### src/rtl/sync_fifo_ctrl_pkg.sv
// rtl/sync_fifo_ctrl_pkg.sv - shared sizing constants, status type and level helper for single-clock FIFOs
package sync_fifo_ctrl_pkg;

  // Supported address widths for the FIFO family.
  localparam int unsigned MIN_ADDRESS_SIZE = 2;
  localparam int unsigned MAX_ADDRESS_SIZE = 10;

  // Flags decoded from the registered pointers.
  typedef struct packed {
    logic full;
    logic empty;
    logic almost_full;
    logic almost_empty;
  } fifo_status_t;

  // Number of storage words for a given address width.
  function automatic int unsigned fifo_depth(input int unsigned address_size);
    return 32'd1 << address_size;
  endfunction

  // Pointer width: address bits plus one wrap bit.
  function automatic int unsigned fifo_ptr_width(input int unsigned address_size);
    return address_size + 32'd1;
  endfunction

  // Occupancy from binary pointers, modulo 2**(address_size+1); yields depth when full.
  function automatic int unsigned fifo_level(input int unsigned w_ptr,
                                             input int unsigned r_ptr,
                                             input int unsigned address_size);
    int unsigned mask;
    mask = (32'd1 << fifo_ptr_width(address_size)) - 32'd1;
    return (w_ptr - r_ptr) & mask;
  endfunction

endpackage

### src/rtl/sync_fifo_ctrl_regfile.sv
// rtl/sync_fifo_ctrl_regfile.sv - DATA_WIDTH x 2**ADDRESS_SIZE storage, sync write, registered read
module fifo_regfile
  import sync_fifo_ctrl_pkg::*;
#(
  parameter int DATA_WIDTH   = 8,
  parameter int ADDRESS_SIZE = 4
) (
  input  logic                    clk,
  input  logic                    rst,
  input  logic                    w_en_i,
  input  logic [ADDRESS_SIZE-1:0] w_addr_i,
  input  logic [DATA_WIDTH-1:0]   w_data_i,
  input  logic                    r_en_i,
  input  logic [ADDRESS_SIZE-1:0] r_addr_i,
  output logic [DATA_WIDTH-1:0]   r_data_o
);

  localparam int DEPTH = int'(fifo_depth(ADDRESS_SIZE));

  logic [DATA_WIDTH-1:0] mem_q [DEPTH];
  logic [DATA_WIDTH-1:0] r_data_q;

  // Storage array: written on accepted writes only, contents deliberately not reset.
  always_ff @(posedge clk) begin
    if (w_en_i) begin
      mem_q[w_addr_i] <= w_data_i;
    end
  end

  // Read register: loads on an accepted read, otherwise holds the last popped word.
  always_ff @(posedge clk) begin
    if (rst) begin
      r_data_q <= '0;
    end else if (r_en_i) begin
      r_data_q <= mem_q[r_addr_i];
    end
  end

  assign r_data_o = r_data_q;

endmodule

### src/rtl/sync_fifo_ctrl.sv
// rtl/sync_fifo_ctrl.sv - single-clock FIFO with level, almost flags and sticky error flags
module sync_fifo_ctrl
  import sync_fifo_ctrl_pkg::*;
#(
  parameter int DATA_WIDTH          = 8,
  parameter int ADDRESS_SIZE        = 4,
  parameter int ALMOST_FULL_THRESH  = 2**ADDRESS_SIZE - 2,
  parameter int ALMOST_EMPTY_THRESH = 2
) (
  input  logic                  clk,
  input  logic                  rst,
  input  logic                  w_en,
  input  logic [DATA_WIDTH-1:0] w_data,
  input  logic                  r_en,
  output logic [DATA_WIDTH-1:0] r_data,
  output logic                  r_valid,
  output logic                  w_full,
  output logic                  r_empty,
  output logic                  almost_full,
  output logic                  almost_empty,
  output logic [ADDRESS_SIZE:0] level,
  output logic                  overflow,
  output logic                  underflow,
  input  logic                  clr_err
);

  localparam int DEPTH = int'(fifo_depth(ADDRESS_SIZE));
  localparam int PTR_W = int'(fifo_ptr_width(ADDRESS_SIZE));

  localparam logic [PTR_W-1:0] PTR_ONE = PTR_W'(1);
  localparam logic [PTR_W-1:0] AF_THR  = PTR_W'(ALMOST_FULL_THRESH);
  localparam logic [PTR_W-1:0] AE_THR  = PTR_W'(ALMOST_EMPTY_THRESH);

  // Configuration sanity checks, caught at elaboration.
  if (ADDRESS_SIZE < int'(MIN_ADDRESS_SIZE) || ADDRESS_SIZE > int'(MAX_ADDRESS_SIZE)) begin : g_bad_addr
    $error("sync_fifo_ctrl: ADDRESS_SIZE out of range 2..10");
  end
  if (ALMOST_FULL_THRESH < 0 || ALMOST_FULL_THRESH > DEPTH) begin : g_bad_af
    $error("sync_fifo_ctrl: ALMOST_FULL_THRESH outside 0..depth");
  end
  if (ALMOST_EMPTY_THRESH < 0 || ALMOST_EMPTY_THRESH > DEPTH) begin : g_bad_ae
    $error("sync_fifo_ctrl: ALMOST_EMPTY_THRESH outside 0..depth");
  end

  logic [PTR_W-1:0] w_ptr_q, w_ptr_d;
  logic [PTR_W-1:0] r_ptr_q, r_ptr_d;
  logic             r_valid_q, r_valid_d;
  logic             overflow_q, overflow_d;
  logic             underflow_q, underflow_d;
  logic [PTR_W-1:0] level_w;
  fifo_status_t     status;
  logic             write_ok;
  logic             read_ok;

  // Flags and level come only from the registered pointers, never from w_en/r_en.
  always_comb begin
    level_w             = PTR_W'(fifo_level(32'(w_ptr_q), 32'(r_ptr_q), ADDRESS_SIZE));
    status.full         = (w_ptr_q[PTR_W-1] != r_ptr_q[PTR_W-1]) &&
                          (w_ptr_q[ADDRESS_SIZE-1:0] == r_ptr_q[ADDRESS_SIZE-1:0]);
    status.empty        = (w_ptr_q == r_ptr_q);
    status.almost_full  = (level_w >= AF_THR);
    status.almost_empty = (level_w <= AE_THR);
  end

  assign write_ok = w_en & ~status.full;
  assign read_ok  = r_en & ~status.empty;

  // Next-state: pointer advance, read strobe and sticky errors where a new error beats clr_err.
  always_comb begin
    w_ptr_d     = write_ok ? (w_ptr_q + PTR_ONE) : w_ptr_q;
    r_ptr_d     = read_ok  ? (r_ptr_q + PTR_ONE) : r_ptr_q;
    r_valid_d   = read_ok;
    overflow_d  = overflow_q;
    underflow_d = underflow_q;
    if (w_en && status.full) begin
      overflow_d = 1'b1;
    end else if (clr_err) begin
      overflow_d = 1'b0;
    end
    if (r_en && status.empty) begin
      underflow_d = 1'b1;
    end else if (clr_err) begin
      underflow_d = 1'b0;
    end
  end

  // State registers; reset discards contents and masks any same-cycle request.
  always_ff @(posedge clk) begin
    if (rst) begin
      w_ptr_q     <= '0;
      r_ptr_q     <= '0;
      r_valid_q   <= 1'b0;
      overflow_q  <= 1'b0;
      underflow_q <= 1'b0;
    end else begin
      w_ptr_q     <= w_ptr_d;
      r_ptr_q     <= r_ptr_d;
      r_valid_q   <= r_valid_d;
      overflow_q  <= overflow_d;
      underflow_q <= underflow_d;
    end
  end

  fifo_regfile #(
    .DATA_WIDTH  (DATA_WIDTH),
    .ADDRESS_SIZE(ADDRESS_SIZE)
  ) u_regfile (
    .clk      (clk),
    .rst      (rst),
    .w_en_i   (write_ok & ~rst),
    .w_addr_i (w_ptr_q[ADDRESS_SIZE-1:0]),
    .w_data_i (w_data),
    .r_en_i   (read_ok & ~rst),
    .r_addr_i (r_ptr_q[ADDRESS_SIZE-1:0]),
    .r_data_o (r_data)
  );

  assign r_valid      = r_valid_q;
  assign w_full       = status.full;
  assign r_empty      = status.empty;
  assign almost_full  = status.almost_full;
  assign almost_empty = status.almost_empty;
  assign level        = level_w;
  assign overflow     = overflow_q;
  assign underflow    = underflow_q;

endmodule
### config.mk
export PLATFORM = sky130hd
export DESIGN_NAME = sync_fifo_ctrl
export DESIGN_NICKNAME = d
export VERILOG_FILES = /design/src/rtl/sync_fifo_ctrl_pkg.sv /design/src/rtl/sync_fifo_ctrl_regfile.sv /design/src/rtl/sync_fifo_ctrl.sv
export SDC_FILE = /design/constraint.sdc
export NUM_CORES = 1
export LEC_CHECK = 0
export CORE_MARGIN = 1.5
export CORE_UTILIZATION = 55
export DETAILED_ROUTE_END_ITERATION = 8
export PLACE_DENSITY = 0.71
export RECOVER_POWER = 50
export SLEW_MARGIN = 5
export SYNTH_ARGS = -nofsm -noshare
export SYNTH_HDL_FRONTEND = slang
export SYNTH_SLANG_ARGS = --single-unit
### constraint.sdc
create_clock -name clk -period 3.8 [get_ports clk]
set_clock_uncertainty 0.05 [all_clocks]
set_input_delay 0.76 -clock clk [delete_from_list [all_inputs] [get_ports clk]]
set_output_delay 0.76 -clock clk [all_outputs]
set_load 0.1 [all_outputs]
# ---- Word-level counts from Yosys, hierarchy flattened
# Memories as Yosys holds them, arrays and structs flattened. A register that Yosys moved wholly into a read port is not among the register bits.
# Index checks and enable logic that the tools add are counted.
dict set report totals {
  in_bits 13
  ramBits 128
  register_bits 13
  mem_count 1
  out_inout_bits 20
}
# name depth width rd rd_clocked_by_memory_dff write_ports line
set mem_list {}
lappend mem_list {u_regfile.mem_q 16 8 1 1 1 sync_fifo_ctrl_regfile.sv:20} ;# logic [DATA_WIDTH-1:0] mem_q [DEPTH];
dict set report classes {
  muxes 5
  n_eq_ne 3
  n_reduce_logical 5
  n_addsub 3
  bitwise_logic 7
  order_cmp 2
}
# operator n
set op_table {}
lappend op_table {{5-bit by 1-bit adder with 5-bit output, second input constant} 2}
lappend op_table {{5-bit == test} 1}
lappend op_table {{5-bit by 4-bit >= comparator with 1-bit output, second input constant} 1}
lappend op_table {{5-bit by 2-bit less-or-equal comparator with 1-bit output, second input constant} 1}
lappend op_table {{1-bit two-way mux} 5}
lappend op_table {{5-bit subtractor} 1}
lappend op_table {{1-bit AND} 4}
lappend op_table {{4-bit == test} 1}
lappend op_table {{2-bit nonzero test} 2}
lappend op_table {{1-bit logical AND} 3}
lappend op_table {{1-bit NOT} 3}
lappend op_table {{1-bit != test} 1}

# ---- Logic depth before layout (Yosys ltp)
# Gate-level depths: netlist of run 1.
dict set report logic_depth {
  depth_word 7
  mapped_depth 9
}

# ---- Cells and area by module
# A second synthesis of run 1 with hierarchy kept.
dict set report hier_totals {
  hier_cells 399
  area_unflattened_um2 6082.1
}
# module instances cells_each area_per_inst_um2 seq_area_each_um2
set modules_own_cells {}
lappend modules_own_cells {fifo_regfile 1 316 5343.9 4003.8}
lappend modules_own_cells {sync_fifo_ctrl 1 83 738.2 260.2}

# ---- Worst setup path after synthesis of run 1
# OpenSTA, ideal clock, no wires.
dict set report synth_path {
  path_kind {register to output}
  start {register r_ptr_q[1]}
  end {output port almost_empty}
  stages_incl_launch_ff 9
  n_path_buf 2
  path_slack_ps -1827
  arrival_ps 4817
  cell_sequence {dfxtp_1 buf_4 buf_4 inv_1 fa_1 a21o_1 a21oi_1 xnor2_1 a211oi_1}
}
dict set report synth_between {
  elab_chain_cells 2
}
# item line
set synth_rtl {}
lappend synth_rtl {{start, declared} sync_fifo_ctrl.sv:46} ;# logic [PTR_W-1:0] r_ptr_q, r_ptr_d;
lappend synth_rtl {{start signal, assigned} sync_fifo_ctrl.sv:97} ;# r_ptr_q <= r_ptr_d;
lappend synth_rtl {{5-bit subtractor} sync_fifo_ctrl_pkg.sv:32} ;# return (w_ptr - r_ptr) & mask;
lappend synth_rtl {{named net level[4]} sync_fifo_ctrl.sv:21} ;# output logic [ADDRESS_SIZE:0] level,
lappend synth_rtl {{5-bit by 2-bit less-or-equal comparator with 1-bit output} sync_fifo_ctrl.sv:62} ;# status.almost_empty = (level_w <= AE_THR);
lappend synth_rtl {{end, declared} sync_fifo_ctrl.sv:20} ;# output logic almost_empty,
# The timed path passes the listed nets, and every way through them passes these cells.

# ---- Worst setup path in the final report of run 1
dict set report layout_path {
  start {register w_ptr_q[0]}
  end {output port almost_full}
}
dict set report layout_between {
  elab_chain_cells 2
}
# item line
set layout_rtl {}
lappend layout_rtl {{start, declared} sync_fifo_ctrl.sv:45} ;# logic [PTR_W-1:0] w_ptr_q, w_ptr_d;
lappend layout_rtl {{start signal, assigned} sync_fifo_ctrl.sv:96} ;# w_ptr_q <= w_ptr_d;
lappend layout_rtl {{5-bit subtractor} sync_fifo_ctrl_pkg.sv:32}
lappend layout_rtl {{5-bit by 4-bit >= comparator with 1-bit output} sync_fifo_ctrl.sv:61} ;# status.almost_full = (level_w >= AF_THR);
lappend layout_rtl {{end, declared} sync_fifo_ctrl.sv:19} ;# output logic almost_full,
# Every way passes these cells.

==> parameters.txt, run 1 <==
Parameter                              Value

GRT
  Global-route usage over all layers    23.6%
  Via count of the first global-routing pass    3469
  Largest net degree at the start of global routing    32
  Antenna violations before repair    0
  Total gr overflow    0
  Wire length of the first global-routing pass    19300 µm

Detailed routing
  Violation count after the first detailed-route iteration    332
  Remaining antenna violation count after routing    0
  Number of optimization iterations in the first detailed-route pass    5
  Total wire length    around 12000 µm
  Highest routed metal layer    met4
  DRC Markers    0
  Detail Route met2 WL    5720 µm
  Total vias in the final route    3514
  Detail-routed via count per cell    5.92
  Detailed route wirelength on metal3    978 µm
  Mean routed wirelength per cell    20.9 µm
  Post-route met1 wirelength    5380 µm

Worst setup path
  Critical path arrival    around 2700 ps
  Buf/Inv on CP    3
  Type of origin of the critical path    register
  Element type at the critical path end    primary output
  Largest fanout on the critical path    4
  Slowest CP cell    sky130_fd_sc_hd__fa_1
  Cells along the critical path    inv_1, ha_1, inv_1, fa_1, a21o_1, a21oi_4, xnor2_4, a41o_1, buf_12
  Reg-to-reg critical path startpoint    r_ptr_q[3]$_SDFFE_PP0N_
  Cell seen most often among critical-path stages    sky130_fd_sc_hd__inv_1
  Startpoint of the most critical setup path    w_ptr_q[0]$_SDFFE_PP0N_
  Worst EP required    around 3000 ps
  CP Class    reg2out
  Peak per-stage delay on the critical path    between 400 and 500 ps
  Crit path max-delay family    compound AO/OA/AOI/OAI gates

Yosys
  Seq/Total Area, Yosys    70.4%
  Synthesis Warnings    0
  Average instance area after synthesis    ~16 µm²
  Dominant synthesized flop cell    sky130_fd_sc_hd__edfxtp_1
  Fraction of registers with async set/reset    0%
  Number of distinct library cell variants in the gate-level netlist after synthesis    39
  Cell count after synthesis    389
  Net count of the mapped netlist    412
  Synthesis-stage register bit count    149
  Area of the mapped netlist    ~6100 µm²
  Post-synth EDFFs    128

Finish
  Register Area    4270 µm²
  Leading cell type in the layout, fill and taps excluded    sky130_fd_sc_hd__edfxtp_1
  Commonest non-fill, non-tap cells in the layout    sky130_fd_sc_hd__edfxtp_1 (128), sky130_fd_sc_hd__mux2i_1 (49), sky130_fd_sc_hd__nor2_1 (34)
  Layout cell share with drive strength beyond 1    between 10% and 20%
  Filler-free cell count of the finished design    594
  Total area of multi-input combinational cells    ~1700 µm²
  Final core utilization    67.8%
  Net count reported at finish    464
  Filler Cells Inserted    735
  Area added between synthesis and finish    20.8%
  Number of inserted diodes    0

Clock tree
  Root buffer cell    sky130_fd_sc_hd__clkbuf_8
  Setup repair bufs after CTS    0
  Clock tree from TritonCTS    done
  Total number of clock tree sinks    149
  Resized Gates After CTS    0
  Max Buffers Root-to-Sink    2
  CTS HTree Levels    4
  Clock insertion delay at the later pin of the skew report    approximately 530 ps
  Quantity of hold-fixing buffers added after cts    0
  Clock input transition at the sequential cells of the worst setup and hold paths    ~60 ps
  Number of buffers created by CTS    17

STA
  Clock period minus final worst setup slack    3550 ps
  Maximum clock frequency    282 MHz
  Total count of hold-check failures in the final report    0
  Total negative setup slack    0 ps
  Number of pins with negative max-slew slack in the final report    11
  Worst slew margin    -15.1%
  Measured slew at the worst slew-check pin    approximately 1700 ps
  Setup repair after global routing missed its margin    false
  Share of the clock period used by the worst path after layout    just over 90%
  Setup violators final    0

Die
  Number of placed I/O pins    33
  Overall die area    about 12000 µm²
  Die height    108 µm
  Core Footprint    around 11000 µm²
  Std cell rows    38
  Starting Density    56.1%
  Die width    108 µm

Hold path
  Startpoint of the tightest hold check path    u_regfile.r_data_o[5]$_SDFFE_PP0P_
  HP Class    reg2reg

Power and ir drop
  Static leakage    about 0.0024 µW
  Worst-case vdd ir drop    0.582 mV
  PD cells    627 nW/µm²

Placement
  Buffers on Ports    32
  Placed Cells incl. Taps    562
  Weighted congestion reported at the end of routability-driven placement    0.844
  Total half-perimeter wirelength after legalization and detailed placement    8000 µm

Run status
  Violations in the final reports    max-capacitance violations, max-slew violations
  Result of the run    finished with violations

Flow run
  MaxCap Viol Count    1
[report_power, final]
| part | internal [µW] | switching (µW) | total [µW] |
|---|---|---|---|
| clock | 989 | 628 | 1620 |
| combinational | 355 | 774 | 1130 |
| sequential | 1820 | 24.3 | 1840 |
| total | 3160 | 1430 | 4590 |
[cells in the mapped netlist (all sizes together) (3+ instances only)]
cell	n	area (µm²)
nor3	12	60.1
ha	9	113
nor2	34	128
dfxtp	21	420
xor2	3	33.8
o22ai	16	100
nand2	7	26.3
inv	10	37.5
nand3	3	15.0
a21oi	5	25.0
clkbuf	9	33.8
xnor2	8	70.1
mux2i	49	490
mux4	8	180
edfxtp	128	3840
a211oi	12	90.1
a221oi	8	70.1
o21ai	12	60.1
buf	11	61.3
nor2b	4	25.0
[sequential cells by signal, indices dropped and copies added, names as in the netlist]
register / flops
w_ptr_q: 5
u_regfile.mem_q: 128
underflow: 1
overflow: 1
r_ptr_q: 5
u_regfile.r_data_o: 8
r_valid: 1
[worst reg2reg max path: cells and delay by family (launching register included)]
family / cells / cell delay [ps]
AOI/OAI and AO/OA: 2 / 1580
DFF: 1 / 670
adders and majority gates: 1 / 400
and+or+nand+nor: 2 / 370
buffers and inverters: 1 / 100
[logic make-up after synthesis]
logic type / synth area share (%)
AO/OA/AOI/OAI: 6.94
flip-flops: 70.4
multiplexers: 11.1
adder cells (fa/ha/maj): 2.19
AND/OR/NAND/NOR: 5.46
buffers and inverters: 2.19
XOR/XNOR: 1.72
[path summary, 6_finish.rpt]
| path | endpoint | slack (ps) | depth (start not counted) |
|---|---|---|---|
| worst max-delay path | almost_full | 250 | 9 |
| worst min register to register | u_regfile.r_data_o[5]$_SDFFE_PP0P_ | 460 | 2 |
| worst min-delay path | u_regfile.r_data_o[5]$_SDFFE_PP0P_ | 460 | 2 |
| worst max register to register | u_regfile.r_data_o[4]$_SDFFE_PP0P_ | 550 | 6 |
[area by class of cell]
type / instances / share of cell area [%]
inverter: 10 / 0.513
tap: 140 / 2.40
clock buffer: 17 / 5.66
multi-input combinational: 210 / 23.4
timing repair buffer: 53 / 7.49
sequential: 149 / 58.3
clock inverter: 15 / 2.24
[per-layer routing]
| layer | vias to the layer above | GRT usage, % |
|---|---|---|
| li1 | 1612 | - |
| met3 | 25 | 6.54 |
| met5 | - | 0 |
| met4 | 0 | 10.2 |
| met1 | 1715 | 32.6 |
| met2 | 162 | 35.4 |
[through the flow]
step / worst slack (ps) / total power (µW) / hold WS (ps) / area [µm²]
after floorplan: 5.36 / 2680 / 514 / 6120
after global placement: 867 / 3000 / 448 / 6750
after detailed placement: 802 / 3020 / 450 / 6750
after CTS: 229 / 4620 / 457 / 7330
after global routing: 110 / 4740 / 479 / 7310
final: 251 / 4590 / 457 / 7310
(Power assumes the default switching activity.)
==> run 2: changes to the inputs <==
--- a/config.mk
+++ b/config.mk
@@ -5,12 +5,12 @@
 export SDC_FILE = /design/constraint.sdc
 export NUM_CORES = 1
 export LEC_CHECK = 0
+export CAP_MARGIN = 10
 export CORE_MARGIN = 1.5
 export CORE_UTILIZATION = 55
 export DETAILED_ROUTE_END_ITERATION = 8
 export PLACE_DENSITY = 0.71
 export RECOVER_POWER = 50
-export SLEW_MARGIN = 5
 export SYNTH_ARGS = -nofsm -noshare
 export SYNTH_HDL_FRONTEND = slang
 export SYNTH_SLANG_ARGS = --single-unit
==> results of run 2 <==
No change in the layout: final DEF, timing and power equal those of run 1.
==> run 3: changes to the inputs <==
--- a/config.mk
+++ b/config.mk
@@ -11,6 +11,7 @@
 export DETAILED_ROUTE_END_ITERATION = 8
 export PLACE_DENSITY = 0.71
 export RECOVER_POWER = 50
+export SLEW_MARGIN = 20
 export SYNTH_ARGS = -nofsm -noshare
 export SYNTH_HDL_FRONTEND = slang
 export SYNTH_SLANG_ARGS = --single-unit
==> results of run 3 <==
No change in the layout: final DEF, timing and power equal those of run 1.
